===== src/rtl/cond_branch_unit.sv =====
// Decode-stage branch resolver: holds NZCV, evaluates the condition field,
// computes B/BL targets, redirects fetch and requests the BL link write.
module cond_branch_unit #(
  parameter int unsigned PC_W  = 32,
  parameter int unsigned CNT_W = 16
) (
  input  logic              clk,
  input  logic              reset,
  input  logic              id_valid,
  input  logic              id_b_instr,
  input  logic              id_bl_instr,
  input  logic [3:0]        id_cond,
  input  logic [23:0]       id_imm24,
  input  logic [PC_W-1:0]   id_next_pc,
  input  logic              id_stall,
  input  logic              ex_s_en,
  input  logic [3:0]        ex_flags,
  output logic [3:0]        flags,
  output logic              cond_pass,
  output logic              branch_taken,
  output logic [PC_W-1:0]   branch_target,
  output logic              link_we,
  output logic [PC_W-1:0]   link_value,
  output logic [CNT_W-1:0]  br_count
);

  localparam int unsigned OFF_W = 26;
  localparam int unsigned EXT_W = PC_W - OFF_W;

  typedef enum logic {
    RUN    = 1'b0,
    SHADOW = 1'b1
  } state_t;

  state_t state;
  state_t state_next;

  logic [3:0]      eff_flags;
  logic            fn, fz, fc, fv;
  logic [PC_W-1:0] offset;
  logic            link_req;

  // Same-cycle bypass of the flags EX is writing right now
  assign eff_flags = ex_s_en ? ex_flags : flags;
  assign fn = eff_flags[3];
  assign fz = eff_flags[2];
  assign fc = eff_flags[1];
  assign fv = eff_flags[0];

  // Condition-field evaluation; 0xF is reserved and never executes
  always_comb begin
    cond_pass = 1'b0;
    case (id_cond)
      4'h0: cond_pass = fz;
      4'h1: cond_pass = !fz;
      4'h2: cond_pass = fc;
      4'h3: cond_pass = !fc;
      4'h4: cond_pass = fn;
      4'h5: cond_pass = !fn;
      4'h6: cond_pass = fv;
      4'h7: cond_pass = !fv;
      4'h8: cond_pass = fc && !fz;
      4'h9: cond_pass = !fc || fz;
      4'hA: cond_pass = (fn == fv);
      4'hB: cond_pass = (fn != fv);
      4'hC: cond_pass = !fz && (fn == fv);
      4'hD: cond_pass = fz || (fn != fv);
      4'hE: cond_pass = 1'b1;
      default: cond_pass = 1'b0;
    endcase
  end

  // Word offset sign-extended to PC width; modular add wraps silently
  assign offset        = {{EXT_W{id_imm24[23]}}, id_imm24, 2'b00};
  assign branch_target = id_next_pc + offset;

  // Next state and redirect; the shadow cycle holds the flushed fetch
  always_comb begin
    state_next   = state;
    branch_taken = 1'b0;
    case (state)
      RUN: begin
        if (id_valid && !id_stall && (id_b_instr || id_bl_instr) && cond_pass) begin
          branch_taken = 1'b1;
          state_next   = SHADOW;
        end
      end
      SHADOW: state_next = RUN;
      default: state_next = RUN;
    endcase
  end

  assign link_req = branch_taken && id_bl_instr;

  // State register
  always_ff @(posedge clk) begin
    if (reset) state <= RUN;
    else       state <= state_next;
  end

  // Flag register, written from EX regardless of ID stalls
  always_ff @(posedge clk) begin
    if (reset)        flags <= 4'b0000;
    else if (ex_s_en) flags <= ex_flags;
  end

  // BL link-register write request and return address
  always_ff @(posedge clk) begin
    if (reset) begin
      link_we    <= 1'b0;
      link_value <= '0;
    end else begin
      link_we <= link_req;
      if (link_req) link_value <= id_next_pc - PC_W'(4);
    end
  end

  // Saturating count of taken branches
  always_ff @(posedge clk) begin
    if (reset)                               br_count <= '0;
    else if (branch_taken && (br_count != '1)) br_count <= br_count + CNT_W'(1);
  end

endmodule


===== config.mk =====
export PLATFORM = sky130hd
export DESIGN_NAME = cond_branch_unit
export DESIGN_NICKNAME = d
export VERILOG_FILES = /design/src/rtl/cond_branch_unit.sv
export SDC_FILE = /design/constraint.sdc
export NUM_CORES = 1
export LEC_CHECK = 0
export CELL_PAD_IN_SITES_DETAIL_PLACEMENT = 1
export CELL_PAD_IN_SITES_GLOBAL_PLACEMENT = 1
export CORE_MARGIN = 5
export CORE_UTILIZATION = 30
export CTS_CLUSTER_SIZE = 30
export DETAILED_ROUTE_END_ITERATION = 6
export PLACE_DENSITY_LB_ADDON = 0.1
export SYNTH_ARGS = -nofsm -noshare
export SYNTH_HDL_FRONTEND = slang
export SYNTH_SLANG_ARGS = --single-unit

===== constraint.sdc =====
create_clock -name clk -period 3.2 [get_ports clk]
set_input_delay 0.32 -clock clk [delete_from_list [all_inputs] [get_ports clk]]
set_output_delay 0.32 -clock clk [all_outputs]
set_load 0.01 [all_outputs]

Word level (Yosys, flattened, before mapping). Index checks and enable logic that the tools add are counted.

Add/sub/neg operators: 3. Equal/unequal tests: 17. Muxes and demuxes: 5. Bitwise operators: 1. Reduce and logical (&&, ||, !) cells: 16.

Operator list (count): adder 32 bit (1); subtractor 32 x 3 -> 32 bit (second input constant) (1); == test 4 bit (second input constant) (7); adder 16 x 1 -> 16 bit (second input constant) (1); == test 4 x 3 -> 1 bit (second input constant) (4); != test 16 bit (second input constant) (1); one-hot mux 1 bit (15 select lines) (1); == test 4 x 2 -> 1 bit (second input constant) (2); logical AND 1 bit (7); zero test 1 bit (5); == test 4 x 1 -> 1 bit (second input constant) (1); zero test 4 bit (1); 2-to-1 mux 4 bit (1); logical OR 1 bit (3); 2-to-1 mux 1 bit (2); one-hot mux 1 bit (2 select lines) (1); == test 1 bit (1); != test 1 bit (1); inverter 1 bit (1).

Register bits: 54. Input bits: 71. Output and inout bits: 87. Word-level logic and storage cells: 47.

Longest topological paths before layout.
Word-level depth: 8. Gate-level depth with buffers: 11. Mapped depth without buffers: 10.

Worst setup path before layout. Ideal clock, no wire load.

Path type: input to output. From: in id_imm24[0]. To: out branch_target[20]. Arrival time: 2.547 ns. Data required time: 2.880 ns. Slack: 0.333 ns. Stages: 10. Path buffers: 0. Cells stage by stage: ha_1 fa_1 a211oi_1 o21bai_1 a21oi_1 o311ai_0 a311oi_1 o41ai_1 a21oi_1 xnor2_1.

Cells in the longest elaborated chain, start to end: 1.

RTL lines: start: declaration (RTL line 13) `input logic [23:0] id_imm24,`; adder 32 bit (RTL line 75) `assign branch_target = id_next_pc + offset;`; end: declaration (RTL line 21) `output logic [PC_W-1:0] branch_target,`.

No other way between the ends.

Worst setup path after layout.
From: in id_next_pc[8]. To: out branch_target[20].

Cells in the longest elaborated chain, start to end: 1.

RTL lines: start: declaration (RTL line 14) `input logic [PC_W-1:0] id_next_pc,`; adder 32 bit (RTL line 75).

No other way between the ends.

==> summary.md <==
| Metric | Value |
|---|---|
| N_diodes | `0` |
| FF+latch count, synth | `54` |
| Nets@finish | `899` |
| Syn_nets | `around 620` |
| Synth-to-Final Area Change | `77.7%` |
| Gr ovfl total | `0` |
| Starting density of the core | `0.308` |
| Fin util | `0.547` |
| Final std cells w/o fill | `roughly 980` |
| Share of cells above drive strength 1 | `0.299` |
| Avg Inst Size Synth | `8.27 um2` |
| PortBufs | `approximately 160` |
| Leak pwr | `3.03 nW` |
| Via Count | `4,989` |
| Seq/Total Area, Yosys | `0.252` |
| Req. time, crit path | `between 2 and 3 ns` |
| CORE AREA | `between 10,000 and 15,000 um2` |
| Fin. Hold Viols | `0` |
| Slew headroom | `0.606` |
| First-pass GRT wire length | `between 20,000 and 30,000 um` |
| Routed WL per cell | `~18 um` |
| Dpl cells | `approximately 950` |
| Critical Setup Path Class | `in2out` |
| Largest net degree at the start of global routing | `37` |
| Total track usage | `0.190` |
| Min cycle time layout | `between 3 and 4 ns` |
| # IOs | `between 150 and 200` |
| Worst hold start | `id_next_pc[2]` |
| Worst setup SP type | `input pin` |
| Clock root buffer | `clkbuf_16` |
| Fillcell total | `1,620` |
| Post-synthesis cell type count | `65` |
| Die area | `roughly 17,000 um2` |
| Slew @ Worst Pin | `0.591 ns` |
| FP Rows | `43` |
| Placer Congestion | `around 0.85` |
| CP endpoint kind | `primary output` |
| CTS tree | `yes` |
| CTS Buf Count | `5` |
| Max cap viols | `0` |
| Setup violators final | `0` |
| Vias/cell | `5.11` |
| Worst Setup SP | `id_next_pc[8]` |
| H-tree Lvls | `2` |
| Synthesized cell area | `4290 um2` |
| Worst skew pair latency | `roughly 0.29 ns` |
| Longest Clk Path Bufs | `2` |
| Asr flop ratio synth | `0` |
| Power per cell area | `between 300 and 400 nW/um2` |
| Syn. warnings | `0` |
| Status | `complete, no violations` |
| CP arrival | `between 2 and 3 ns` |
| Crit Path Max Fanout | `4` |
| Worst r2r src | `flags[3]` |
| Fmax achieved | `approximately 0.32 GHz` |
| Max IR drop VDD | `205 uV` |
| Die height | `about 130 um` |
| Clk sink count | `between 50 and 60` |
| Most common cell after layout, fill and taps aside | `buf_4` |
| Commonest cells after routing, fill and taps aside | `buf_4 (127), clkdlybuf4s50_1 (95), nor2_1 (72), dfxtp_1 (54), xnor2_1 (49)` |
| DRT iter0 DRCs | `roughly 220` |
| Drt first pass iters | `6` |
| Total Wirelength | `roughly 17,000 um` |
| Post-Synthesis Cells | `about 520` |
| Synth Flop Type | `dfxtp_1` |
| Slew Limit Fails | `0` |
| Clock skew | `0.00795 ns` |
| Die Width | `approximately 130 um` |
| CTS clk-pin slew, worst paths | `0.07 ns` |
| Number of flops mapped to enable cells by yosys | `0` |
| Residual DRC | `0` |
| Final ANT Viol Nets | `0` |
| Initial antenna violation count | `0` |
| Vias in the first global route | `around 5,400` |
| Class of the worst hold path | `in2reg` |
| Tcrit/Tclk final | `0.987` |
| Hold Buf Count CTS | `0` |
| DP HPWL | `around 13,000 um` |
[registers in the layout, indices dropped and copies added (netlist names)]
signal      cells
state           1
br_count       16
link_value     32
link_we         1
flags           4
[what timing repair did]
item,in CTS,in global routing
pin swaps,35,31
gates resized for setup,130,63
setup endpoints to repair,21,16
gates cloned,0,0
endpoints found under the hold margin,0,0
buffers inserted,11,7
[power breakdown]
part / switching [W] / leakage (nW) / internal (W)
Sequential: 0.0000148 / 0.438 / 0.000693
Combinational: 0.000513 / 2.52 / 0.000598
Clock: 0.000242 / 0.0708 / 0.000291
[per-stage QoR]
step	hold WS (ns)	power, W	worst slack, ns	instance area (um2)	setup TNS (ns)
after CTS	0.329	0.00231	0.000137	7390	0
after floorplan	0.416	0.00114	0.333	4290	0
final	0.329	0.00235	0.0426	7620	0
after global placement	0.473	0.00169	-0.767	6880	-9.21
after detailed placement	0.492	0.00171	-0.787	6880	-10.12
after global routing	0.336	0.00248	-0.0697	7620	-0.0955
[critical path: stages]
cell	delay [ns]
dlygate4sd2_1	0.28
ha_4	0.18
buf_6	0.12
a211oi_2	0.28
nor2_2	0.11
buf_4	0.15
o21ai_1	0.21
o311ai_4	0.16
a311oi_2	0.35
buf_4	0.17
o41ai_2	0.07
a21oi_1	0.16
xnor2_1	0.13
buf_2	0.15
[cell families after synthesis]
group | synth area share
AO/OA/AOI/OAI | 0.206
XOR/XNOR | 0.131
adder cells (fa/ha/maj) | 0.0951
buffers and inverters | 0.0370
flip-flops | 0.252
multiplexers | 0.0318
AND/OR/NAND/NOR | 0.247
[path summary, 6_finish.rpt]
check | endpoint | slack [ns] | cells past startpoint
worst max-delay path | branch_target[20] | 0.04 | 14
worst min register to register | link_value[20] | 0.50 | 2
worst max register to register | br_count[11] | 0.46 | 9
worst min-delay path | link_value[2] | 0.33 | 3
[final cells by class]
cell class                 instances  area (um2)  share of cell area
inverter                          15        56.3             0.00739
tap                              180         225              0.0295
timing repair buffer             290        2530               0.332
multi-input combinational        430        3580               0.470
clock inverter                     2        13.8             0.00181
clock buffer                       6         129              0.0169
sequential                        54        1080               0.142
[routing by layer]
layer  part of all wire  global-route usage
met2               0.52               0.352
met5                  0                   0
met1               0.42               0.226
met3              0.045              0.0317
met4              0.019              0.0513
[synth_stat cells (all sizes together), types with 3 or more instances]
cell type,n,area share
nor2,76,0.066
dfxtp,54,0.25
xnor2,49,0.10
a211oi,35,0.062
ha,31,0.090
nand2,26,0.023
a21oi,22,0.026
nand3,19,0.022
nor3,16,0.020
o21ai,16,0.019
inv,15,0.013
xor2,15,0.031
nor4,12,0.027
a21o,11,0.019
clkbuf,11,0.0096
buf,9,0.014
mux2i,8,0.019
nor2b,8,0.012
or4,7,0.015
a31oi,6,0.0087
o31ai,6,0.010
and2,4,0.0058
nand2b,4,0.0058
nor4b,4,0.015
or3,4,0.0070
a21boi,3,0.0052
and3,3,0.0044
mux2,3,0.0079
nand3b,3,0.0052
nor3b,3,0.0064
o21a,3,0.0052
o21ba,3,0.0070
o41ai,3,0.0061
(Power assumes the default switching activity.)
